--- config.mk ---
export PLATFORM = sky130hd
export DESIGN_NAME = restoring_divider
export DESIGN_NICKNAME = d
export VERILOG_FILES = /design/src/rtl/restoring_divider.sv
export SDC_FILE = /design/constraint.sdc
export NUM_CORES = 1
export LEC_CHECK = 0
export ABC_AREA = 1
export CORE_UTILIZATION = 50
export DETAILED_ROUTE_END_ITERATION = 12
export GPL_TIMING_DRIVEN = 1
export PLACE_DENSITY = 0.83
export SKIP_LAST_GASP = 1
export SLEW_MARGIN = 20
export SYNTH_ARGS = -nofsm -noshare
export SYNTH_HDL_FRONTEND = slang
export SYNTH_SLANG_ARGS = --single-unit
--- constraint.sdc ---
create_clock -name clk -period 3.6 [get_ports clk]
set_clock_uncertainty 0.15 [all_clocks]
set_input_delay 0.9 -clock clk [delete_from_list [all_inputs] [get_ports clk]]
set_output_delay 0.9 -clock clk [all_outputs]
set_load 0.02 [all_outputs]
--- src/rtl/restoring_divider.sv ---
// rtl/restoring_divider.sv - N-bit unsigned restoring divider, one quotient bit per cycle
// Optional feature macro: DIVZERO_DETECT_EN (zero divisor short-circuits straight to DONE with dz=1)
module restoring_divider #(
    parameter int N = 8
) (
    input  logic         clk,
    input  logic         rst_n,
    input  logic         start,
    input  logic [N-1:0] dividend,
    input  logic [N-1:0] divisor,
    output logic [N-1:0] quotient,
    output logic [N-1:0] remainder,
    output logic         busy,
    output logic         done,
    output logic         dz
);

    localparam int CW = $clog2(N + 1);

    typedef enum logic [1:0] {
        S_IDLE = 2'd0,
        S_LOAD = 2'd1,
        S_ITER = 2'd2,
        S_DONE = 2'd3
    } state_t;

    state_t state;
    state_t state_nxt;

    logic [N:0]    a_reg;
    logic [N-1:0]  q_reg;
    logic [N-1:0]  m_reg;
    logic [CW-1:0] c_reg;
    logic [N-1:0]  quotient_reg;
    logic [N-1:0]  remainder_reg;
    logic          dz_reg;

    logic [N:0]    a_sh;
    logic [N:0]    t_diff;
    logic [N:0]    a_nxt;
    logic [N-1:0]  q_nxt;
    logic          last_iter;
    logic          zero_div;

`ifdef DIVZERO_DETECT_EN
    assign zero_div = (divisor == '0);
`else
    assign zero_div = 1'b0;
`endif

    // One restoring step: shift {A,Q} left, trial-subtract M, restore on borrow
    always_comb begin
        a_sh   = {a_reg[N-1:0], q_reg[N-1]};
        t_diff = a_sh - {1'b0, m_reg};
        a_nxt  = t_diff[N] ? a_sh : t_diff;
        q_nxt  = {q_reg[N-2:0], ~t_diff[N]};
    end

    // C counts down from N; the step taken while C==1 is the last of N
    assign last_iter = (c_reg == CW'(1));

    // State register; reset drops straight to IDLE without a clock edge
    always_ff @(posedge clk or negedge rst_n) begin
        if (!rst_n) begin
            state <= S_IDLE;
        end else begin
            state <= state_nxt;
        end
    end

    // Next-state logic; start is only looked at in IDLE so nothing is queued
    always_comb begin
        state_nxt = S_IDLE;
        case (state)
            S_IDLE: state_nxt = start ? S_LOAD : S_IDLE;
            S_LOAD: state_nxt = zero_div ? S_DONE : S_ITER;
            S_ITER: state_nxt = last_iter ? S_DONE : S_ITER;
            S_DONE: state_nxt = S_IDLE;
            default: state_nxt = S_IDLE;
        endcase
    end

    // Datapath and result registers; results change only on the edge entering DONE
    always_ff @(posedge clk or negedge rst_n) begin
        if (!rst_n) begin
            a_reg         <= '0;
            q_reg         <= '0;
            m_reg         <= '0;
            c_reg         <= '0;
            quotient_reg  <= '0;
            remainder_reg <= '0;
            dz_reg        <= 1'b0;
        end else begin
            case (state)
                S_LOAD: begin
                    a_reg <= '0;
                    q_reg <= dividend;
                    m_reg <= divisor;
                    c_reg <= CW'(N);
                    if (zero_div) begin
                        quotient_reg  <= '1;
                        remainder_reg <= dividend;
                        dz_reg        <= 1'b1;
                    end
                end
                S_ITER: begin
                    a_reg <= a_nxt;
                    q_reg <= q_nxt;
                    c_reg <= c_reg - CW'(1);
                    if (last_iter) begin
                        quotient_reg  <= q_nxt;
                        remainder_reg <= a_nxt[N-1:0];
                        dz_reg        <= 1'b0;
                    end
                end
                default: begin
                end
            endcase
        end
    end

    assign quotient  = quotient_reg;
    assign remainder = remainder_reg;
    assign dz        = dz_reg;
    assign busy      = (state == S_LOAD) || (state == S_ITER);
    assign done      = (state == S_DONE);

endmodule

==> reports/metrics.csv, run 1 <==
stage,metric,value,unit
synthesis,YS warnings,0,
die,Die Area,0.00516,mm^2
power_and_ir_drop,Comb pwr share,56.4,%
clocking,TritonCTS clock tree,done,
power_and_ir_drop,Tot Pwr,2.68,mW
worst_setup_path,R2R depth,6,
grt,first-pass GRT wire length,8450,um
clocking,CTS HTree Levels,2,
worst_setup_path,R2R Setup Slk,1.28,ns
clocking,"Setup Fix Bufs, Post-CTS",0,
final_layout,most frequent cells in the layout,"97 x nand2_1, 46 x dfrtp_1, 40 x inv_1, 35 x clkdlybuf4s50_1, 20 x nand3_1",
power_and_ir_drop,Int Pwr,1.46,mW
clocking,Clock Tree Buf Depth,2,
grt,grt met3 use,4.36,%
final_layout,Util after Layout,62.5,%
grt,grt met1 use,24.5,%
power_and_ir_drop,Seq pwr share,31.4,%
flow_run,Max Cap Violations,0,
worst_setup_path,critical path class,reg -> out,
grt,initial antenna violation count,0,
route,DRC,0,
sta,Setup-failing EPs final,0,
worst_setup_path,CP required,2.55,ns
sta,max-slew violation count,0,
die,Initial Utilization,51.7,%
die,Die H,71.9,um
route,Avg WL per Cell,12.4,um
synthesis,synthesized instance count,290,
worst_setup_path,number of cells on the critical path,3,
route,via count,1989,
worst_setup_path,CP bufs+invs,2,
worst_setup_path,Crit Path Max Fanout,15,
clocking,clock latency on the worst-skew pair,0.31,ns
sta,unrepaired setup endpoints after global routing,no,
sta,"Hold Violations, Final",0,
route,ANT nets after route,0,
placed_design,pre-CTS WS,0.848,ns
grt,Overflow after GRT,0,
worst_setup_path,r2r startpoint,state[0],
route,initial detailed-routing violation count,80,
synthesis,syn_nets,324,
power_and_ir_drop,Worst VDD drop,0.580,mV
power_and_ir_drop,switch share,45.3,%
sta,Setup WS post-layout,0.491,ns
route,First-pass DRT Iterations,4,
synthesis,synthesis-stage register bit count,46,
sta,Slew @ Worst Pin,0.578,ns
worst_setup_path,Critical Path AT,2.06,ns
clocking,Num Clock Sinks,46,
power_and_ir_drop,leakage,1.48,nW
worst_setup_path,"slowest stage delay, CP",0.71,ns
power_and_ir_drop,pwr/cell area,907,mW/mm^2
power_and_ir_drop,Psw,1.21,mW
sta,Final period util,86.4,%
final_layout,area grow syn2layout,21.0,%
worst_setup_path,CP endpoint,busy,
clocking,Root Buffer,clkbuf_8,
final_layout,fin area,0.00295,mm^2
grt,GR peak layer,met2,
sta,Rel. slew slack,61.4,%
synthesis,mapped cell area,0.00244,mm^2
synthesis,"Avg Cell Area, Syn",8.41,um^2
sta,fmax,0.322,GHz
min_path,Hold WC Path Type,reg -> reg,
final_layout,"commonest non-fill, non-tap cell in the layout",nand2_1,
die,DIE WIDTH,71.9,um
worst_setup_path,Worst setup SP type,register,
worst_setup_path,crit path launch,state[0],
final_layout,ant diodes,0,
placed_design,Placer Congestion,0.861,
synthesis,Synth cell types,32,
clocking,Clock Pin Slew Worst Setup and Hold Paths,0.09,ns
clocking,cts repair resizes,0,
worst_setup_path,highest-delay cell along the critical path,clkdlybuf4s50_1,
final_layout,layout cells sized above 1,7.60,%
clocking,hold buffers post-CTS,0,
final_layout,final net count,362,
clocking,TritonCTS Buffers,5,
sta,Tmin final,3.11,ns
die,core area,0.00472,mm^2
route,Post-Route WL,4920,um
die,row cnt,25,
placed_design,port buffer count,36,
placed_design,Placement Cell Area,0.00286,mm^2
grt,vias in the first global route,1991,
sta,Setup TNS,0,ns
die,Ports,38,
status,status,completed,
route,Vias/cell,5.02,
grt,gr usage total,21.3,%
worst_setup_path,reg2reg end,q_reg[6],
grt,largest net degree at the start of global routing,47,
synthesis,sequential-to-total area share from yosys stat,47.2,%
grt,GR Layer Usage met2,38.9,%
worst_setup_path,worst path cell trace,inv_1 > ha_1 > clkdlybuf4s50_1,
power_and_ir_drop,clock power share,12.2,%
worst_setup_path,CP Capture Type,output pin,
placed_design,Final HPWL DP,3650,um
worst_setup_path,"delay-heaviest family, CP",buffers and inverters,
## how the worst min path moves through the flow
stage	start	end	slack [ns]	cells past startpoint
after floorplan	a_reg[5]	a_reg[5]	0.32	2
after global placement	remainder[7]	remainder[7]	0.31	2
after detailed placement	remainder[7]	remainder[7]	0.32	2
after CTS	remainder[7]	remainder[7]	0.34	2
after global routing	quotient[5]	quotient[5]	0.37	2
final	remainder[7]	remainder[7]	0.34	2
## stage by stage
step	std cells	hold slack, ns
3_3_place_gp	388	0.314
3_5_place_dp	388	0.319
6_report	396	0.336
2_1_floorplan	290	0.318
5_1_grt	396	0.372
4_1_cts	396	0.342
## worst min-delay path, delay by kind of cell (launching register included)
family	cells	cell delay, ns
flip-flops	1	0.35
AND/OR/NAND/NOR	2	0.10
## Yosys cell counts, drive strengths merged
cell type / n / area, um^2
a31oi: 1 / 6.26
o221ai: 7 / 61.3
buf: 2 / 11.3
dfrtp: 46 / 1150
xor2: 2 / 17.5
mux2: 1 / 11.3
or2: 2 / 12.5
inv: 40 / 150
nand2: 106 / 439
conb: 1 / 3.75
ha: 14 / 175
fa: 1 / 20.0
o211ai: 1 / 7.51
nand4: 3 / 18.8
o22ai: 2 / 12.5
xnor2: 2 / 17.5
nand3b: 5 / 37.5
clkbuf: 4 / 15.0
nand3: 22 / 128
o21ai: 16 / 80.1
clkinv: 2 / 7.51
nor2: 6 / 25.0
a21oi: 4 / 31.3
## cell families (layout without fill, tap and decap cells)
logic type / Yosys count / after routing / synth area share, %
adder cells (fa/ha/maj): 15 / 15 / 8.00
AO/OA/AOI/OAI: 31 / 31 / 8.15
buffers and inverters: 48 / 87 / 7.54
XOR/XNOR: 4 / 4 / 1.44
flip-flops: 46 / 46 / 47.2
other: 1 / 1 / 0.154
AND/OR/NAND/NOR: 144 / 144 / 27.1
multiplexers: 1 / 1 / 0.462
## cell type report
cell class              count  area (um^2)
multi-input cells         196         1100
clock buffers               5         68.8
fillers                   423         1770
inverters                  42          158
flip-flops and latches     46         1150
repair buffers             37          365
well taps                  67         83.8
clock inverters             3         21.3
## power by group through the flow
| stage | Clock (mW) | Sequential [mW] | Combinational (mW) |
|---|---|---|---|
| floorplan | 0 | 0.933 | 0.973 |
| global placement | 0 | 0.841 | 1.45 |
| detailed placement | 0 | 0.850 | 1.51 |
| CTS | 0.334 | 0.842 | 1.52 |
| global route | 0.350 | 0.861 | 1.68 |
| finish | 0.326 | 0.840 | 1.51 |
## routing by layer
layer / vias to the layer above / share of wire [%]
met3: 8 / 3.1
met4: 0 / 1.7
met2: 44 / 52
met5: - / 0
li1: 997 / -
met1: 940 / 43
Power figures use the tool's default switching activity.
==> run 2: changes to the inputs <==
- SLEW_MARGIN: 20 -> 5
==> run 2 against run 1 <==
Sequential share of layout area about the same. Fmax unchanged. Sequential power about the same. Non-clock buffer count unchanged. Die area unchanged. Register-to-register slack about the same. First-iteration DRC count unchanged.
==> reports/metrics.csv, run 2 (synthesized netlist as in run 1, its figures left out) <==
stage,metric,value,unit,change
status,status,completed,,unchanged
worst_setup_path,Crit Path Max Fanout,15,,unchanged
worst_setup_path,critical path class,reg -> out,,unchanged
worst_setup_path,Critical Path AT,2.06,ns,about the same
min_path,Hold WC Path Type,reg -> reg,,unchanged
final_layout,area grow syn2layout,20.9,%,was 21.0%
route,First-pass DRT Iterations,4,,unchanged
sta,Slew @ Worst Pin,1.01,ns,was 0.578 ns
route,ANT nets after route,0,,unchanged
sta,max-slew violation count,0,,unchanged
placed_design,Placement Cell Area,0.00286,mm^2,unchanged
worst_setup_path,CP Capture Type,output pin,,unchanged
final_layout,post-route insts no fill,396,,unchanged
sta,Setup WS post-layout,0.491,ns,unchanged
final_layout,Util after Layout,62.5,%,about the same
sta,Tmin final,3.11,ns,unchanged
clocking,clock latency on the worst-skew pair,0.31,ns,about the same
die,core area,0.00472,mm^2,unchanged
route,Post-Route WL,4920,um,unchanged
final_layout,most frequent cells in the layout,"97 x nand2_1, 46 x dfrtp_1, 40 x inv_1, 35 x clkdlybuf4s50_1, 20 x nand3_1",,unchanged
worst_setup_path,Worst setup SP type,register,,unchanged
route,via count,1989,,unchanged
placed_design,pre-CTS WS,0.848,ns,unchanged
power_and_ir_drop,pwr/cell area,907,mW/mm^2,about the same
route,DRC,0,,unchanged
clocking,CTS HTree Levels,2,,unchanged
placed_design,Final HPWL DP,3650,um,unchanged
sta,Setup TNS,0,ns,unchanged
sta,Final period util,86.4,%,unchanged
final_layout,"commonest non-fill, non-tap cell in the layout",nand2_1,,unchanged
die,DIE WIDTH,71.9,um,unchanged
final_layout,ant diodes,0,,unchanged
sta,"Hold Violations, Final",0,,unchanged
power_and_ir_drop,Tot Pwr,2.68,mW,about the same
sta,Setup-failing EPs final,0,,unchanged
route,Avg WL per Cell,12.4,um,unchanged
sta,Rel. slew slack,32.6,%,was 61.4%
final_layout,fin area,0.00295,mm^2,about the same
power_and_ir_drop,Worst VDD drop,0.580,mV,about the same
route,initial detailed-routing violation count,80,,unchanged
die,Die Area,0.00516,mm^2,unchanged
clocking,Root Buffer,clkbuf_8,,unchanged
power_and_ir_drop,leakage,1.48,nW,about the same
die,row cnt,25,,unchanged
clocking,hold buffers post-CTS,0,,unchanged
clocking,Num Clock Sinks,46,,unchanged
grt,Overflow after GRT,0,,unchanged
final_layout,layout cells sized above 1,7.60,%,unchanged
flow_run,Max Cap Violations,0,,unchanged
clocking,cts repair resizes,0,,unchanged
clocking,Clock Tree Buf Depth,2,,unchanged
clocking,TritonCTS clock tree,done,,unchanged
die,Ports,38,,unchanged
sta,unrepaired setup endpoints after global routing,no,,unchanged
grt,initial antenna violation count,0,,unchanged
grt,largest net degree at the start of global routing,47,,unchanged
grt,gr usage total,21.3,%,unchanged
grt,first-pass GRT wire length,8450,um,unchanged
clocking,TritonCTS Buffers,5,,unchanged
clocking,Clock Pin Slew Worst Setup and Hold Paths,0.09,ns,about the same
placed_design,port buffer count,36,,unchanged
sta,fmax,0.322,GHz,unchanged
die,Die H,71.9,um,unchanged
final_layout,final net count,362,,unchanged
sta,WHS,0.336,ns,unchanged
worst_setup_path,CP required,2.55,ns,about the same
die,Initial Utilization,51.7,%,unchanged
placed_design,Cells after DPL,388,,unchanged
grt,vias in the first global route,1991,,unchanged
final_layout,Fillers,422,,was 423
route,Vias/cell,5.02,,unchanged
placed_design,Placer Congestion,0.861,,unchanged
clocking,"Setup Fix Bufs, Post-CTS",0,,unchanged
-- run 2: changes by cell type in the layout (fill, tap and decap cells not counted) --
| cell | change |
|---|---|
| buf_2 | +1 |
| buf_4 | -1 |
-- run 2: worst max-delay path, cell delays in order (launching register included) --
cell,delay [ns]
dfrtp_1,0.38
inv_1,0.07
ha_1,0.59
clkdlybuf4s50_1,0.71
-- run 2: path summary, 6_finish.rpt --
kind / from / endpoint / slack, ns / depth (start not counted)
worst min-delay path: remainder[7] / remainder[7] / 0.34 / 2
max in group asynchronous: rst_n / remainder[7] / 2.07 / 1
worst max register to register: state[0] / q_reg[6] / 1.28 / 6
worst max-delay path: state[0] / busy / 0.49 / 3
worst min register to register: remainder[7] / remainder[7] / 0.34 / 2
min in group asynchronous: rst_n / m_reg[6] / 0.59 / 1
-- run 2: final cells by class --
type,instances,area [um^2],area share [%]
Clock buffer,5,68.8,2.33
Clock inverter,3,21.3,0.721
Inverter,42,158,5.34
Multi-Input combinational cell,196,1100,37.4
Sequential cell,46,1150,39.0
Tap cell,67,83.8,2.84
Timing Repair Buffer,37,363,12.3
-- run 2: per-layer routing --
layer | vias to the layer above | wire length (um) | track usage (%)
met5 | - | 0 | 0
li1 | 997 | - | -
met2 | 44 | 2560 | 38.9
met4 | 0 | 82 | 8.28
met1 | 940 | 2120 | 24.5
met3 | 8 | 154 | 4.36
-- run 2: where the power goes --
part	internal [mW]	total, mW	switching (mW)
Clock	0.137	0.326	0.189
Combinational	0.590	1.51	0.920
Sequential	0.737	0.840	0.103
==> run 3: changes to the inputs <==
- ABC_CLOCK_PERIOD_IN_PS: default -> 3600
==> results of run 3 <==
No change in the layout: final DEF, timing and power equal those of run 2.
